--- config.mk ---
export PLATFORM = sky130hd
export DESIGN_NAME = noc_axi_traffic_gen_flat
export DESIGN_NICKNAME = d
export VERILOG_FILES = /design/src/rtl/noc_axi_traffic_gen_if.sv /design/src/rtl/noc_axi_traffic_gen.sv /design/src/flat_wrapper.sv
export SDC_FILE = /design/constraint.sdc
export NUM_CORES = 1
export LEC_CHECK = 0
export BUFFER_PORTS_ARGS = -buffer_cell sky130_fd_sc_hd__buf_4
export CORE_AREA = 2 2 187 189
export DETAILED_ROUTE_END_ITERATION = 12
export DIE_AREA = 0 0 189 191
export GPL_TIMING_DRIVEN = 0
export RECOVER_POWER = 100
export SETUP_SLACK_MARGIN = 0.02
export SYNTH_ARGS = -nofsm -noshare
export SYNTH_HDL_FRONTEND = slang
export SYNTH_SLANG_ARGS = --single-unit
--- constraint.sdc ---
create_clock -name clk -period 2.8 [get_ports clk]
set_input_delay 0.42 -clock clk [delete_from_list [all_inputs] [get_ports clk]]
set_output_delay 0.42 -clock clk [all_outputs]
set_load 0.005 [all_outputs]
--- src/rtl/noc_axi_traffic_gen_if.sv ---
// AXI4 master-side bundle for the NoC traffic generator: AW, W, B, AR and R channels.
// The master modport is driven by the generator; the slave modport by the NoC ingress (NMU).
interface noc_axi_traffic_gen_if #(
  parameter int unsigned ADDR_W = 64,
  parameter int unsigned DATA_W = 128
);
  logic [ADDR_W-1:0]   m_axi_awaddr;
  logic [7:0]          m_axi_awlen;
  logic [2:0]          m_axi_awsize;
  logic [1:0]          m_axi_awburst;
  logic                m_axi_awvalid;
  logic                m_axi_awready;

  logic [DATA_W-1:0]   m_axi_wdata;
  logic [DATA_W/8-1:0] m_axi_wstrb;
  logic                m_axi_wlast;
  logic                m_axi_wvalid;
  logic                m_axi_wready;

  logic [1:0]          m_axi_bresp;
  logic                m_axi_bvalid;
  logic                m_axi_bready;

  logic [ADDR_W-1:0]   m_axi_araddr;
  logic [7:0]          m_axi_arlen;
  logic [2:0]          m_axi_arsize;
  logic [1:0]          m_axi_arburst;
  logic                m_axi_arvalid;
  logic                m_axi_arready;

  logic [DATA_W-1:0]   m_axi_rdata;
  logic [1:0]          m_axi_rresp;
  logic                m_axi_rlast;
  logic                m_axi_rvalid;
  logic                m_axi_rready;

  modport master (
    output m_axi_awaddr, m_axi_awlen, m_axi_awsize, m_axi_awburst, m_axi_awvalid,
    input  m_axi_awready,
    output m_axi_wdata, m_axi_wstrb, m_axi_wlast, m_axi_wvalid,
    input  m_axi_wready,
    input  m_axi_bresp, m_axi_bvalid,
    output m_axi_bready,
    output m_axi_araddr, m_axi_arlen, m_axi_arsize, m_axi_arburst, m_axi_arvalid,
    input  m_axi_arready,
    input  m_axi_rdata, m_axi_rresp, m_axi_rlast, m_axi_rvalid,
    output m_axi_rready
  );

  modport slave (
    input  m_axi_awaddr, m_axi_awlen, m_axi_awsize, m_axi_awburst, m_axi_awvalid,
    output m_axi_awready,
    input  m_axi_wdata, m_axi_wstrb, m_axi_wlast, m_axi_wvalid,
    output m_axi_wready,
    output m_axi_bresp, m_axi_bvalid,
    input  m_axi_bready,
    input  m_axi_araddr, m_axi_arlen, m_axi_arsize, m_axi_arburst, m_axi_arvalid,
    output m_axi_arready,
    output m_axi_rdata, m_axi_rresp, m_axi_rlast, m_axi_rvalid,
    input  m_axi_rready
  );
endinterface

--- src/rtl/noc_axi_traffic_gen.sv ---
// AXI4 traffic generator: writes NUM_BURSTS patterned INCR bursts, reads them back and checks.
// Optional NOC_GEN_LOOP_EN: restart automatically after DONE with an incremented seed.
module noc_axi_traffic_gen #(
  parameter int unsigned       ADDR_W     = 64,
  parameter int unsigned       DATA_W     = 128,
  parameter int unsigned       WIDTH      = 32,
  parameter logic [ADDR_W-1:0] BASE_ADDR  = '0,
  parameter int unsigned       NUM_BURSTS = 16,
  parameter int unsigned       BURST_LEN  = 4
) (
  input  logic                  clk,
  input  logic                  rst,
  input  logic                  start,
  noc_axi_traffic_gen_if.master axi,
  output logic [WIDTH-1:0]      out
);

  localparam int unsigned       Bytes      = DATA_W / 8;
  localparam int unsigned       Lanes      = DATA_W / 32;
  localparam int unsigned       CntW       = WIDTH - 2;
  localparam logic [ADDR_W-1:0] BurstBytes = ADDR_W'(BURST_LEN * Bytes);
  localparam logic [7:0]        LastBeat   = 8'(BURST_LEN - 1);
  localparam logic [15:0]       LastBurst  = 16'(NUM_BURSTS - 1);

  typedef enum logic [2:0] {
    StIdle, StWrAw, StWrData, StWrResp, StRdAr, StRdData, StDone
  } state_e;

  state_e            state_q, state_d;
  logic [15:0]       burst_q, burst_d;
  logic [7:0]        beat_q, beat_d;
  logic [27:0]       k_q, k_d;       // global beat index within the current phase
  logic [27:0]       seed_q, seed_d;
  logic              fail_q, fail_d;
  logic [CntW-1:0]   count_q, count_d;
  logic [27:0]       beat_val;
  logic [DATA_W-1:0] pattern;
  logic [ADDR_W-1:0] burst_addr;
  logic              last_beat;
  logic              start_pass;
  logic              clear_status;

  assign beat_val   = k_q + seed_q;
  assign burst_addr = BASE_ADDR + ADDR_W'(burst_q) * BurstBytes;
  assign last_beat  = (beat_q == LastBeat);

  always_comb begin
    pattern = '0;
    for (int unsigned i = 0; i < Lanes; i++) begin
      pattern[i*32 +: 32] = {beat_val, 4'(i)};
    end
  end

  // All outputs come from registers only; no ready input reaches a valid.
  assign axi.m_axi_awaddr  = burst_addr;
  assign axi.m_axi_awlen   = LastBeat;
  assign axi.m_axi_awsize  = 3'($clog2(Bytes));
  assign axi.m_axi_awburst = 2'b01;
  assign axi.m_axi_awvalid = (state_q == StWrAw);
  assign axi.m_axi_wdata   = pattern;
  assign axi.m_axi_wstrb   = '1;
  assign axi.m_axi_wlast   = last_beat;
  assign axi.m_axi_wvalid  = (state_q == StWrData);
  assign axi.m_axi_bready  = (state_q == StWrResp);
  assign axi.m_axi_araddr  = burst_addr;
  assign axi.m_axi_arlen   = LastBeat;
  assign axi.m_axi_arsize  = 3'($clog2(Bytes));
  assign axi.m_axi_arburst = 2'b01;
  assign axi.m_axi_arvalid = (state_q == StRdAr);
  assign axi.m_axi_rready  = (state_q == StRdData);
  assign out               = {state_q == StDone, fail_q, count_q};

  always_comb begin
    state_d      = state_q;
    burst_d      = burst_q;
    beat_d       = beat_q;
    k_d          = k_q;
    seed_d       = seed_q;
    fail_d       = fail_q;
    count_d      = count_q;
    start_pass   = 1'b0;
    clear_status = 1'b0;
    unique case (state_q)
      StIdle: begin
        if (start) begin
          start_pass   = 1'b1;
          clear_status = 1'b1;
        end
      end
      StWrAw: begin
        if (axi.m_axi_awready) state_d = StWrData;
      end
      StWrData: begin
        if (axi.m_axi_wready) begin
          k_d = k_q + 28'd1;
          if (last_beat) begin
            beat_d  = '0;
            state_d = StWrResp;
          end else begin
            beat_d = beat_q + 8'd1;
          end
        end
      end
      StWrResp: begin
        if (axi.m_axi_bvalid) begin
          if (axi.m_axi_bresp != 2'b00) fail_d = 1'b1;
          if (burst_q == LastBurst) begin
            burst_d = '0;
            k_d     = '0;
            state_d = StRdAr;
          end else begin
            burst_d = burst_q + 16'd1;
            state_d = StWrAw;
          end
        end
      end
      StRdAr: begin
        if (axi.m_axi_arready) state_d = StRdData;
      end
      StRdData: begin
        if (axi.m_axi_rvalid) begin
          if (!(&count_q)) count_d = count_q + 1'b1;
          if (axi.m_axi_rresp != 2'b00 || axi.m_axi_rdata != pattern ||
              axi.m_axi_rlast != last_beat) begin
            fail_d = 1'b1;
          end
          k_d = k_q + 28'd1;
          if (last_beat) begin
            beat_d = '0;
            if (burst_q == LastBurst) begin
              state_d = StDone;
            end else begin
              burst_d = burst_q + 16'd1;
              state_d = StRdAr;
            end
          end else begin
            beat_d = beat_q + 8'd1;
          end
        end
      end
      StDone: begin
`ifdef NOC_GEN_LOOP_EN
        start_pass = 1'b1;
        seed_d     = seed_q + 28'd1;
`else
        if (start) begin
          start_pass   = 1'b1;
          clear_status = 1'b1;
        end
`endif
      end
      default: state_d = StIdle;
    endcase

    if (start_pass) begin
      state_d = StWrAw;
      burst_d = '0;
      beat_d  = '0;
      k_d     = '0;
    end
    if (clear_status) begin
      fail_d  = 1'b0;
      count_d = '0;
    end
  end

  always_ff @(posedge clk or posedge rst) begin
    if (rst) begin
      state_q <= StIdle;
      burst_q <= '0;
      beat_q  <= '0;
      k_q     <= '0;
      seed_q  <= '0;
      fail_q  <= 1'b0;
      count_q <= '0;
    end else begin
      state_q <= state_d;
      burst_q <= burst_d;
      beat_q  <= beat_d;
      k_q     <= k_d;
      seed_q  <= seed_d;
      fail_q  <= fail_d;
      count_q <= count_d;
    end
  end

endmodule

--- src/flat_wrapper.sv ---
// flat-port wrapper written by rule: the top's interface ports become plain ports
module noc_axi_traffic_gen_flat 
#(
  parameter int unsigned       ADDR_W     = 64,
  parameter int unsigned       DATA_W     = 128,
  parameter int unsigned       WIDTH      = 32,
  parameter logic [ADDR_W-1:0] BASE_ADDR  = '0,
  parameter int unsigned       NUM_BURSTS = 16,
  parameter int unsigned       BURST_LEN  = 4
)
  (clk, rst, start, out, axi_m_axi_awaddr, axi_m_axi_awlen, axi_m_axi_awsize, axi_m_axi_awburst, axi_m_axi_awvalid, axi_m_axi_awready, axi_m_axi_wdata, axi_m_axi_wstrb, axi_m_axi_wlast, axi_m_axi_wvalid, axi_m_axi_wready, axi_m_axi_bresp, axi_m_axi_bvalid, axi_m_axi_bready, axi_m_axi_araddr, axi_m_axi_arlen, axi_m_axi_arsize, axi_m_axi_arburst, axi_m_axi_arvalid, axi_m_axi_arready, axi_m_axi_rdata, axi_m_axi_rresp, axi_m_axi_rlast, axi_m_axi_rvalid, axi_m_axi_rready);
  noc_axi_traffic_gen_if #(.ADDR_W(ADDR_W), .DATA_W(DATA_W)) axi_i ();
  input  logic clk;
  input  logic rst;
  input  logic start;
  output logic [WIDTH-1:0] out;
  output wire logic [$bits(axi_i.m_axi_awaddr)-1:0] axi_m_axi_awaddr;
  output wire logic [$bits(axi_i.m_axi_awlen)-1:0] axi_m_axi_awlen;
  output wire logic [$bits(axi_i.m_axi_awsize)-1:0] axi_m_axi_awsize;
  output wire logic [$bits(axi_i.m_axi_awburst)-1:0] axi_m_axi_awburst;
  output wire logic [$bits(axi_i.m_axi_awvalid)-1:0] axi_m_axi_awvalid;
  input wire logic [$bits(axi_i.m_axi_awready)-1:0] axi_m_axi_awready;
  output wire logic [$bits(axi_i.m_axi_wdata)-1:0] axi_m_axi_wdata;
  output wire logic [$bits(axi_i.m_axi_wstrb)-1:0] axi_m_axi_wstrb;
  output wire logic [$bits(axi_i.m_axi_wlast)-1:0] axi_m_axi_wlast;
  output wire logic [$bits(axi_i.m_axi_wvalid)-1:0] axi_m_axi_wvalid;
  input wire logic [$bits(axi_i.m_axi_wready)-1:0] axi_m_axi_wready;
  input wire logic [$bits(axi_i.m_axi_bresp)-1:0] axi_m_axi_bresp;
  input wire logic [$bits(axi_i.m_axi_bvalid)-1:0] axi_m_axi_bvalid;
  output wire logic [$bits(axi_i.m_axi_bready)-1:0] axi_m_axi_bready;
  output wire logic [$bits(axi_i.m_axi_araddr)-1:0] axi_m_axi_araddr;
  output wire logic [$bits(axi_i.m_axi_arlen)-1:0] axi_m_axi_arlen;
  output wire logic [$bits(axi_i.m_axi_arsize)-1:0] axi_m_axi_arsize;
  output wire logic [$bits(axi_i.m_axi_arburst)-1:0] axi_m_axi_arburst;
  output wire logic [$bits(axi_i.m_axi_arvalid)-1:0] axi_m_axi_arvalid;
  input wire logic [$bits(axi_i.m_axi_arready)-1:0] axi_m_axi_arready;
  input wire logic [$bits(axi_i.m_axi_rdata)-1:0] axi_m_axi_rdata;
  input wire logic [$bits(axi_i.m_axi_rresp)-1:0] axi_m_axi_rresp;
  input wire logic [$bits(axi_i.m_axi_rlast)-1:0] axi_m_axi_rlast;
  input wire logic [$bits(axi_i.m_axi_rvalid)-1:0] axi_m_axi_rvalid;
  output wire logic [$bits(axi_i.m_axi_rready)-1:0] axi_m_axi_rready;
  assign axi_m_axi_awaddr = axi_i.m_axi_awaddr;
  assign axi_m_axi_awlen = axi_i.m_axi_awlen;
  assign axi_m_axi_awsize = axi_i.m_axi_awsize;
  assign axi_m_axi_awburst = axi_i.m_axi_awburst;
  assign axi_m_axi_awvalid = axi_i.m_axi_awvalid;
  assign axi_i.m_axi_awready = axi_m_axi_awready;
  assign axi_m_axi_wdata = axi_i.m_axi_wdata;
  assign axi_m_axi_wstrb = axi_i.m_axi_wstrb;
  assign axi_m_axi_wlast = axi_i.m_axi_wlast;
  assign axi_m_axi_wvalid = axi_i.m_axi_wvalid;
  assign axi_i.m_axi_wready = axi_m_axi_wready;
  assign axi_i.m_axi_bresp = axi_m_axi_bresp;
  assign axi_i.m_axi_bvalid = axi_m_axi_bvalid;
  assign axi_m_axi_bready = axi_i.m_axi_bready;
  assign axi_m_axi_araddr = axi_i.m_axi_araddr;
  assign axi_m_axi_arlen = axi_i.m_axi_arlen;
  assign axi_m_axi_arsize = axi_i.m_axi_arsize;
  assign axi_m_axi_arburst = axi_i.m_axi_arburst;
  assign axi_m_axi_arvalid = axi_i.m_axi_arvalid;
  assign axi_i.m_axi_arready = axi_m_axi_arready;
  assign axi_i.m_axi_rdata = axi_m_axi_rdata;
  assign axi_i.m_axi_rresp = axi_m_axi_rresp;
  assign axi_i.m_axi_rlast = axi_m_axi_rlast;
  assign axi_i.m_axi_rvalid = axi_m_axi_rvalid;
  assign axi_m_axi_rready = axi_i.m_axi_rready;
  noc_axi_traffic_gen #(.ADDR_W(ADDR_W), .DATA_W(DATA_W), .WIDTH(WIDTH), .BASE_ADDR(BASE_ADDR), .NUM_BURSTS(NUM_BURSTS), .BURST_LEN(BURST_LEN)) u_core (.clk(clk), .rst(rst), .start(start), .axi(axi_i), .out(out));
endmodule
=== After elaboration in Yosys (flattened, before gate mapping) ===
Index checks and enable logic that the tools add are counted.

* $add $sub $neg: 4
* Eq/ne operators: 23
* Multiplexer cells: 41
* Reduce and logical (&&, ||, !) cells: 18

{| class="wikitable"
|+ Operator list
! cell !! number
|-
| $mux W28 || 5
|-
| $ne A128 B128 Y1 || 1
|-
| $mux W30 || 4
|-
| $mux W16 || 6
|-
| $pmux W28 S3 || 1
|-
| $mux W8 || 4
|-
| $pmux W16 S2 || 1
|-
| $add A30 B1 Y30 const B || 1
|-
| $reduce_and A30 Y1 || 1
|-
| $add A28 B1 Y28 const B || 1
|-
| $mux W3 || 9
|-
| $ne A3 B1 Y1 const B || 8
|-
| $pmux W3 S6 || 1
|-
| $add A16 B1 Y16 const B || 1
|-
| $eq A16 B4 Y1 const B || 1
|-
| $pmux W8 S2 || 1
|-
| $reduce_and A5 Y1 || 3
|-
| $eq A3 B3 Y1 const B || 3
|-
| $ne A3 B2 Y1 const B || 3
|-
| $add A8 B1 Y8 const B || 1
|-
| $eq A8 B2 Y1 const B || 1
|-
| $reduce_and A8 Y1 || 1
|-
| $reduce_bool A2 Y1 || 4
|-
| $mux W1 || 7
|-
| other kinds (12) || 17
|}

* Bits in registers: 86
* Bits of input ports: 141
* Output and inout bits: 336
* Word-level logic and storage cells: 92

=== Longest topological paths before layout ===
Gate-level depths: netlist of run 1.

* Depth after elaboration: 7
* Mapped depth: 10
* Depth with buffers taken out: 8

=== Worst setup path after synthesis of run 1 ===
OpenSTA, ideal clock, no wires.

* Kind: register to register
* From: register u_core.k_q[4]
* To: register u_core.fail_q
* Setup time: 0.131 ns
* Arrival time: 1.923 ns
* Data required time: 2.669 ns
* Setup slack: 0.745 ns
* Cell stages (with the launch flop): 7
* Buffers on the path: 0
* Period minus slack after synthesis: 2.055 ns
* Path through: dfrtp_1 or4_1 nor2_1 a31oi_1 or4b_1 nor4_1 a21oi_1

* Word-level cells in the longest chain between the ends: 5

{| class="wikitable"
|+ RTL lines
! element !! RTL line !! RTL
|-
| start: declaration || noc_axi_traffic_gen.sv:32 || <nowiki>logic [27:0] k_q, k_d;</nowiki>
|-
| start signal: assignment || noc_axi_traffic_gen.sv:180 || <nowiki>k_q <= k_d;</nowiki>
|-
| $ne A128 B128 Y1 || noc_axi_traffic_gen.sv:123 || <nowiki>if (axi.m_axi_rresp != 2'b00 || axi.m_axi_rdata != pattern ||</nowiki>
|-
| $logic_or A1 B1 Y1 (2 in series) || noc_axi_traffic_gen.sv:123 ||
|-
| $ne A3 B1 Y1 (no source line) || n/a ||
|-
| $reduce_and A5 Y1 (no source line) || n/a ||
|-
| end signal: assignment || noc_axi_traffic_gen.sv:182 || <nowiki>fail_q <= fail_d;</nowiki>
|-
| end: declaration || noc_axi_traffic_gen.sv:34 || <nowiki>logic fail_q, fail_d;</nowiki>
|}

No other way between the ends.
A chain may end at the register's enable or synchronous reset.

=== Final worst setup path of run 1 ===
* From: register u_core.k_q[25]
* To: register u_core.fail_q

The elaborated chain is that of the path after synthesis.

==> summary.txt, run 1 <==
Clk Latency, worst-skew pair: 0.35 ns
GRT Util Overall: 17.0%
Antenna viol nets, final: 0
Critical Path AT: 2.77 ns
Remaining DRCs: 0
Core area: 0.0341 mm^2
Maximum VDD drop: 0.200 mV
Worst-path fanout max: 9
Count of final hold-check violations: 0
FF-to-FF Start: u_core.k_q[25]$_DFFE_PP0P_
# nets final: 1652
Ys async rst share: 100%
Net switching power: 1.85 mW
Avg Inst Size Synth: 7.96 um^2
Worst path required time: 3.01 ns
IO Port Bufs: 322
Worst-margin pin slew: 1.51 ns
Tmin final: 2.56 ns
Initial antenna violation count: 0
RSZ-0062 raised after global routing: false
Area growth syn-to-layout: 47.0%
Achievable Freq: 0.391 GHz
Die W: 189 um
Layout cells sized above 1: 40.7%
Leak: 6.10 nW
Antenna diodes: 0
Worst Clk Skew: 0.0106 ns
Main synth FF type: dfrtp_1
Row count: 68
Setup CP Type: reg -> reg
Initial drt markers: 486
Pint: 2.94 mW
Commonest non-fill, non-tap cell in the layout: buf_4
First-pass GRT wire length: 47400 um
FF-to-FF path depth: 7
PwrDens: 402 mW/mm^2
Setup bufs post-CTS: 0
Synth cell types: 68
Max-Cap Viols: 1
Setup violations, final: 0
Clock share of power: 26.2%
TritonCTS Sinks: 86
Final setup margin: 0.241 ns
Synthesized instance count: 1019
FF+latch count, synth: 86
Worst Hold Class: in -> async
Max-slew violation count: 30
Clock buffer depth: 2
Iteration count of the initial detailed-routing pass: 5
Final instance area: 0.0119 mm^2
Violated checks: max-capacitance violations, max-slew violations
Combinational share of power: 42.7%
CTS Root Cell: clkbuf_16
Pre-CTS WS: -0.0632 ns
Placer Congestion: 0.889
RR Endpoint: u_core.fail_q$_DFFE_PP0P_
Storage element area: 0.00215 mm^2
EDFF count, synth: 0
CTS clk-pin slew, worst paths: 0.07 ns
Die Height: 191 um
Total CTS buffers: 9
Vias in the first global route: 7898
Flop-to-flop setup slack: 0.24 ns
Filler cells: 3604
HPWL Detailed: 26500 um
DP Area: 0.0117 mm^2
Largest net degree at the start of global routing: 58
Multi-input gate area: 0.00433 mm^2
Register area share after synthesis: 26.5%
Ports: 477
Initial Util: 23.8%
Flop pwr share: 31.1%
Grt total ovfl: 0
WL/cell: 16.5 um
Most frequent cells in the layout: 400 x buf_4, 158 x clkbuf_4, 154 x conb_1
CTS tree: yes
Routed WL: 32500 um
Crit path launch: u_core.k_q[25]$_DFFE_PP0P_
Synthesis Warnings: 0
Fin crit share: 91.4%
Die area: 0.0361 mm^2
Hold Buf Count CTS: 0
DR vias/cell: 4.33
Syn Std Cell Area: 0.00811 mm^2
Critical Path Source Type: register
Crit end category: register
H-tree lvl count: 3
Slew Limit Headroom: -1.13%
Vias post-DR: 8512
Switch share: 38.7%
Outcome: finished, violations left
==> worst max-delay path by stage <==
| stage | to | slack [ns] | cells past startpoint |
|---|---|---|---|
| after detailed placement | u_core.fail_q$_DFFE_PP0P_ | -0.06 | 6 |
| after global routing | u_core.burst_q[14]$_DFFE_PP0P_ | 0.03 | 8 |
| final | u_core.fail_q$_DFFE_PP0P_ | 0.24 | 7 |
| after CTS | u_core.burst_q[13]$_DFFE_PP0P_ | 0.1 | 8 |
| after floorplan | u_core.beat_q[0]$_DFFE_PP0P_ | 0.16 | 1 |
| after global placement | u_core.burst_q[0]$_DFFE_PP0P_ | -1.25 | 2 |
==> registers in the layout (all words and copies together), names as in the netlist <==
name and cells:
u_core.beat_q 8, u_core.burst_q 16, u_core.count_q 30, u_core.fail_q 1
u_core.k_q 28, u_core.state_q 3
==> repair_timing <==
item / in CTS / in global routing
hold endpoints to repair: 0 / 0
resized for setup: 2 / 9
setup endpoints to repair: 1 / 21
==> per-stage QoR <==
step                      power [mW]  TNS (ns)  util (%)  hold slack, ns  cells
after floorplan                 2.71         0         -           0.481   1171
after global placement          3.58   -107.27      34.2           0.515   1948
after detailed placement        3.61   -0.0632      34.3           0.473   1949
after CTS                       4.90         0      35.2          0.0972   1964
after global routing            5.14         0      35.0           0.524   1964
final                           4.79         0      35.0           0.433   1964
==> cells in the mapped netlist (6+ instances only) <==
cell	n	area, um^2
a22o_1	7	61.3
nor2_1	72	270
and2_1	7	43.8
a31oi_1	7	43.8
nand2_1	55	206
nor3_1	27	135
a221oi_1	7	61.3
a21oi_1	29	145
nor4_1	15	93.8
or3_1	7	43.8
and4_1	10	87.6
nand3_1	41	205
inv_1	31	116
nand4_1	29	181
o211ai_1	7	52.6
o21ai_0	71	355
o31ai_1	16	120
ha_1	6	75.1
and3_1	31	194
clkbuf_1	18	67.6
buf_4	257	1930
buf_2	17	85.1
xor2_1	46	403
o22ai_1	13	81.3
xnor2_1	11	96.3
nor2b_1	6	37.5
o2111ai_1	6	52.6
dfrtp_1	86	2150
nand2b_1	15	93.8
==> metal layers <==
metal / vias up / track usage, % / part of all wire (%)
met5: - / 0 / 0
met4: 0 / 6.31 / 3.3
met3: 56 / 3.52 / 7.2
met2: 370 / 31.0 / 50
met1: 3942 / 19.7 / 39
li1: 4144 / - / -
==> cell type report <==
type                            count  area share, %
Buffer                            295           17.6
Clock buffer                        9           1.89
Clock inverter                      6          0.588
Inverter                           32           1.02
Multi-Input combinational cell    758           36.3
Sequential cell                    86           18.0
Tap cell                          455           4.77
Timing Repair Buffer              323           19.8
==> kinds of logic after synthesis <==
kind of cell / Yosys count / share of synthesized area, %
flops: 86 / 26.5
xor+xnor: 58 / 6.36
buf+inv: 327 / 27.3
compound gates: 193 / 15.2
mux: 2 / 0.262
simple gates: 345 / 23.4
fa+ha+maj: 6 / 0.926
other cells: 2 / 0.0926
==> power groups by stage <==
stage / combinational, mW / sequential [mW] / clock (mW)
finish: 2.05 / 1.49 / 1.25
detailed placement: 2.09 / 1.52 / 0
CTS: 2.10 / 1.50 / 1.30
global placement: 2.06 / 1.52 / 0
global route: 2.27 / 1.52 / 1.35
floorplan: 1.23 / 1.48 / 0
==> worst max-delay path, stage by stage (launching register included) <==
cell and delay (ns):
dfrtp_1 0.44, clkbuf_1 0.28, nor2b_1 0.21, a221o_1 0.29, nor4_2 0.41, nand4_1 0.20
nor4_2 0.47, a21oi_1 0.13
No activity file was read; power rests on OpenSTA's default activity.
==> run 2: changes to the inputs <==
--- a/config.mk
+++ b/config.mk
@@ -5,6 +5,7 @@
 export SDC_FILE = /design/constraint.sdc
 export NUM_CORES = 1
 export LEC_CHECK = 0
+export ABC_CLOCK_PERIOD_IN_PS = 3200
 export BUFFER_PORTS_ARGS = -buffer_cell sky130_fd_sc_hd__buf_4
 export CORE_AREA = 2 2 187 189
 export DETAILED_ROUTE_END_ITERATION = 12
@@ -15,3 +16,4 @@
 export SYNTH_ARGS = -nofsm -noshare
 export SYNTH_HDL_FRONTEND = slang
 export SYNTH_SLANG_ARGS = --single-unit
+export TNS_END_PERCENT = 5
==> constraint.sdc (replaced) <==
create_clock -name clk -period 3.2 [get_ports clk]
set_input_delay 0.48 -clock clk [delete_from_list [all_inputs] [get_ports clk]]
set_output_delay 0.48 -clock clk [all_outputs]
set_load 0.005 [all_outputs]
==> run 2 against run 1 <==
Effect of this change:
- the flow still finishes with violations (max-capacitance violations, max-slew violations)
- sequential cell count stayed put
- sequential power is 12% lower
- core utilization is 0.18 points lower
- critical path type unchanged
- count of clock-buffer cells in the layout stayed put
- design area is 0.50% lower
- highest routed layer unchanged
- combinational power is 14% lower
- critical path depth stayed put
- die area stayed put
- via count is 0.20% higher
- largest power group unchanged
- register-to-register slack better by 0.097 ns
- wire length is 0.16% higher
- largest cell class unchanged
==> summary.txt, run 2 (synthesis gave the netlist of run 1 again) <==
Critical Path Source Type: register
Worst-path cell chain: clkbuf_1, nor2b_1, a221o_1, nor4_1, nand4_1, nor4_1, a21oi_1
CTS tree: yes
Worst path required time: 3.40 ns (+0.39 ns)
Initial drt markers: 495 (+1.9%)
Clk Latency, worst-skew pair: 0.35 ns (about the same)
IO Port Bufs: 322 (unchanged)
Max-slew violation count: 58 (+93%)
Crit path largest cell delay: 0.62 ns (+0.15 ns)
Hold Buf Count CTS: 0 (unchanged)
Vias post-DR: 8529 (+0.20%)
Flop-to-flop setup slack: 0.34 ns (+0.10 ns)
Flop pwr share: 31.3% (+0.2 points)
Initial Util: 23.8% (unchanged)
Worst Hold Class: in -> async
Final instance area: 0.0119 mm^2 (-0.50%)
WL/cell: 16.6 um (+0.16%)
Slew Limit Headroom: -2.44% (-1.3 points)
RR Endpoint: u_core.fail_q$_DFFE_PP0P_
Routed WL: 32500 um (+0.16%)
DP Area: 0.0117 mm^2 (unchanged)
Die W: 189 um (unchanged)
FF-to-FF Start: u_core.k_q[25]$_DFFE_PP0P_
DR vias/cell: 4.34 (+0.20%)
Setup violations, final: 0 (unchanged)
Violated checks: max-capacitance violations, max-slew violations
Max-Cap Viols: 1 (unchanged)
Largest regs: u_core.count_q (30), u_core.k_q (28), u_core.burst_q (16)
Maximum VDD drop: 0.174 mV (-13%)
Critical Path AT: 3.07 ns (+0.30 ns)
CTS clk-pin slew, worst paths: 0.07 ns (about the same)
CTS Root Cell: clkbuf_16
Iteration count of the initial detailed-routing pass: 5 (unchanged)
Combinational share of power: 42.3% (-0.4 points)
Grt total ovfl: 0 (unchanged)
Crit path launch: u_core.k_q[25]$_DFFE_PP0P_
GRT Util Overall: 17.0% (about the same)
PwrDens: 352 mW/mm^2 (-12%)
Fin crit share: 89.4% (-2.0 points)
Remaining DRCs: 0 (unchanged)
Worst Clk Skew: 0.0106 ns (-0.0000112 ns)
Most used cell along the critical path: nor4_1
Most frequent cells in the layout: 399 x buf_4, 158 x clkbuf_4, 154 x conb_1
Largest register FFs: 30 (unchanged)
# nets final: 1652 (unchanged)
CP Buf/Inv Count: 1 (unchanged)
Ports: 477 (unchanged)
Tmin final: 2.86 ns (+0.303 ns)
Worst-margin pin slew: 1.54 ns (+0.0279 ns)
Crit end category: register
FF-to-FF path depth: 7 (unchanged)
RSZ-0062 raised after global routing: false
Initial antenna violation count: 0 (unchanged)
Row count: 68 (unchanged)
Placer Congestion: 0.889 (unchanged)
Antenna viol nets, final: 0 (unchanged)
Top delay family on crit path: simple AND/OR/NAND/NOR gates
Area growth syn-to-layout: 46.3%
Total CTS buffers: 9 (unchanged)
Clock share of power: 26.4% (+0.2 points)
Overall power: 4.18 mW (-13%)
Outcome: finished, violations left
Antenna diodes: 0 (unchanged)
Worst-path fanout max: 9 (unchanged)
Die Height: 191 um (unchanged)
Die area: 0.0361 mm^2 (unchanged)
Leak: 6.09 nW (-0.19%)
Setup bufs post-CTS: 0 (unchanged)
Switch share: 38.9% (+0.16 points)
Achievable Freq: 0.349 GHz (-11%)
CP Capture Point: u_core.fail_q$_DFFE_PP0P_
H-tree lvl count: 3 (unchanged)
Stages on the worst setup path: 7 (unchanged)
Count of final hold-check violations: 0 (unchanged)
Pint: 2.56 mW (-13%)
Core area: 0.0341 mm^2 (unchanged)
Top reg by flops: u_core.count_q
TritonCTS Sinks: 86 (unchanged)
Crit-path slowest cell: nor4_1
Final setup margin: 0.338 ns (+0.0971 ns)
HPWL Detailed: 26500 um (unchanged)
First-pass GRT wire length: 47300 um (-0.13%)
Layout cells sized above 1: 40.1% (-0.60 points)
Cts repair resizes: 0 (-2)
Vias in the first global route: 7887 (-0.14%)
Commonest non-fill, non-tap cell in the layout: buf_4
Pre-CTS WS: 0.337 ns (+0.400 ns)
Largest net degree at the start of global routing: 58 (unchanged)
Setup CP Type: reg -> reg
Net switching power: 1.62 mW (-12%)
Clock buffer depth: 2 (unchanged)
run 2: changes by cell type in the layout (fill, tap and decap cells not counted), moves of 2 or more:
cell and delta:
clkbuf_2 -2, nor4_1 +2, nor4_2 -2, buf_2 -2, clkbuf_1 +6
run 2: worst min-delay path by stage:
stage	from	end	slack [ns]	cells past startpoint
floorplan	u_core.beat_q[3]$_DFFE_PP0P_	u_core.beat_q[3]$_DFFE_PP0P_	0.48	1
CTS	rst	u_core.k_q[11]$_DFFE_PP0P_	0.16	2
detailed placement	u_core.beat_q[4]$_DFFE_PP0P_	u_core.beat_q[4]$_DFFE_PP0P_	0.51	1
global placement	u_core.beat_q[1]$_DFFE_PP0P_	u_core.beat_q[1]$_DFFE_PP0P_	0.52	2
global route	rst	u_core.k_q[11]$_DFFE_PP0P_	0.54	2
finish	rst	u_core.k_q[25]$_DFFE_PP0P_	0.46	2
run 2: routing by layer:
layer | share of wire (%) | up-vias | track usage (%)
met5 | 0 | - | 0
met4 | 3.2 | 0 | 6.31
met3 | 7.4 | 49 | 3.52
met2 | 50 | 380 | 30.9
met1 | 39 | 3958 | 19.6
li1 | - | 4142 | -
run 2: cell type report:
| cell class | count | area (um^2) |
|---|---|---|
| fillers | 3611 | 22300 |
| multi-input cells | 758 | 4300 |
| repair buffers | 323 | 2340 |
| flip-flops and latches | 86 | 2150 |
| plain buffers | 295 | 2090 |
| well taps | 455 | 569 |
| clock buffers | 9 | 225 |
| inverters | 32 | 121 |
| clock inverters | 6 | 70.1 |
run 2: power by group through the flow:
| stage | logic, mW | clock network, mW | registers (mW) |
|---|---|---|---|
| after floorplan | 1.08 | 0 | 1.29 |
| after global placement | 1.80 | 0 | 1.33 |
| after detailed placement | 1.83 | 0 | 1.33 |
| after CTS | 1.84 | 1.14 | 1.31 |
| after global routing | 1.97 | 1.18 | 1.33 |
| final | 1.77 | 1.10 | 1.31 |
run 2: per-stage QoR:
stage | TNS, ns | util [%] | std cells | hold slack, ns
detailed placement | 0 | 34.3 | 1949 | 0.514
finish | 0 | 34.8 | 1964 | 0.464
global route | 0 | 34.8 | 1964 | 0.544
global placement | -77.93 | 34.2 | 1948 | 0.515
CTS | 0 | 35.2 | 1964 | 0.157
floorplan | 0 | - | 1171 | 0.481
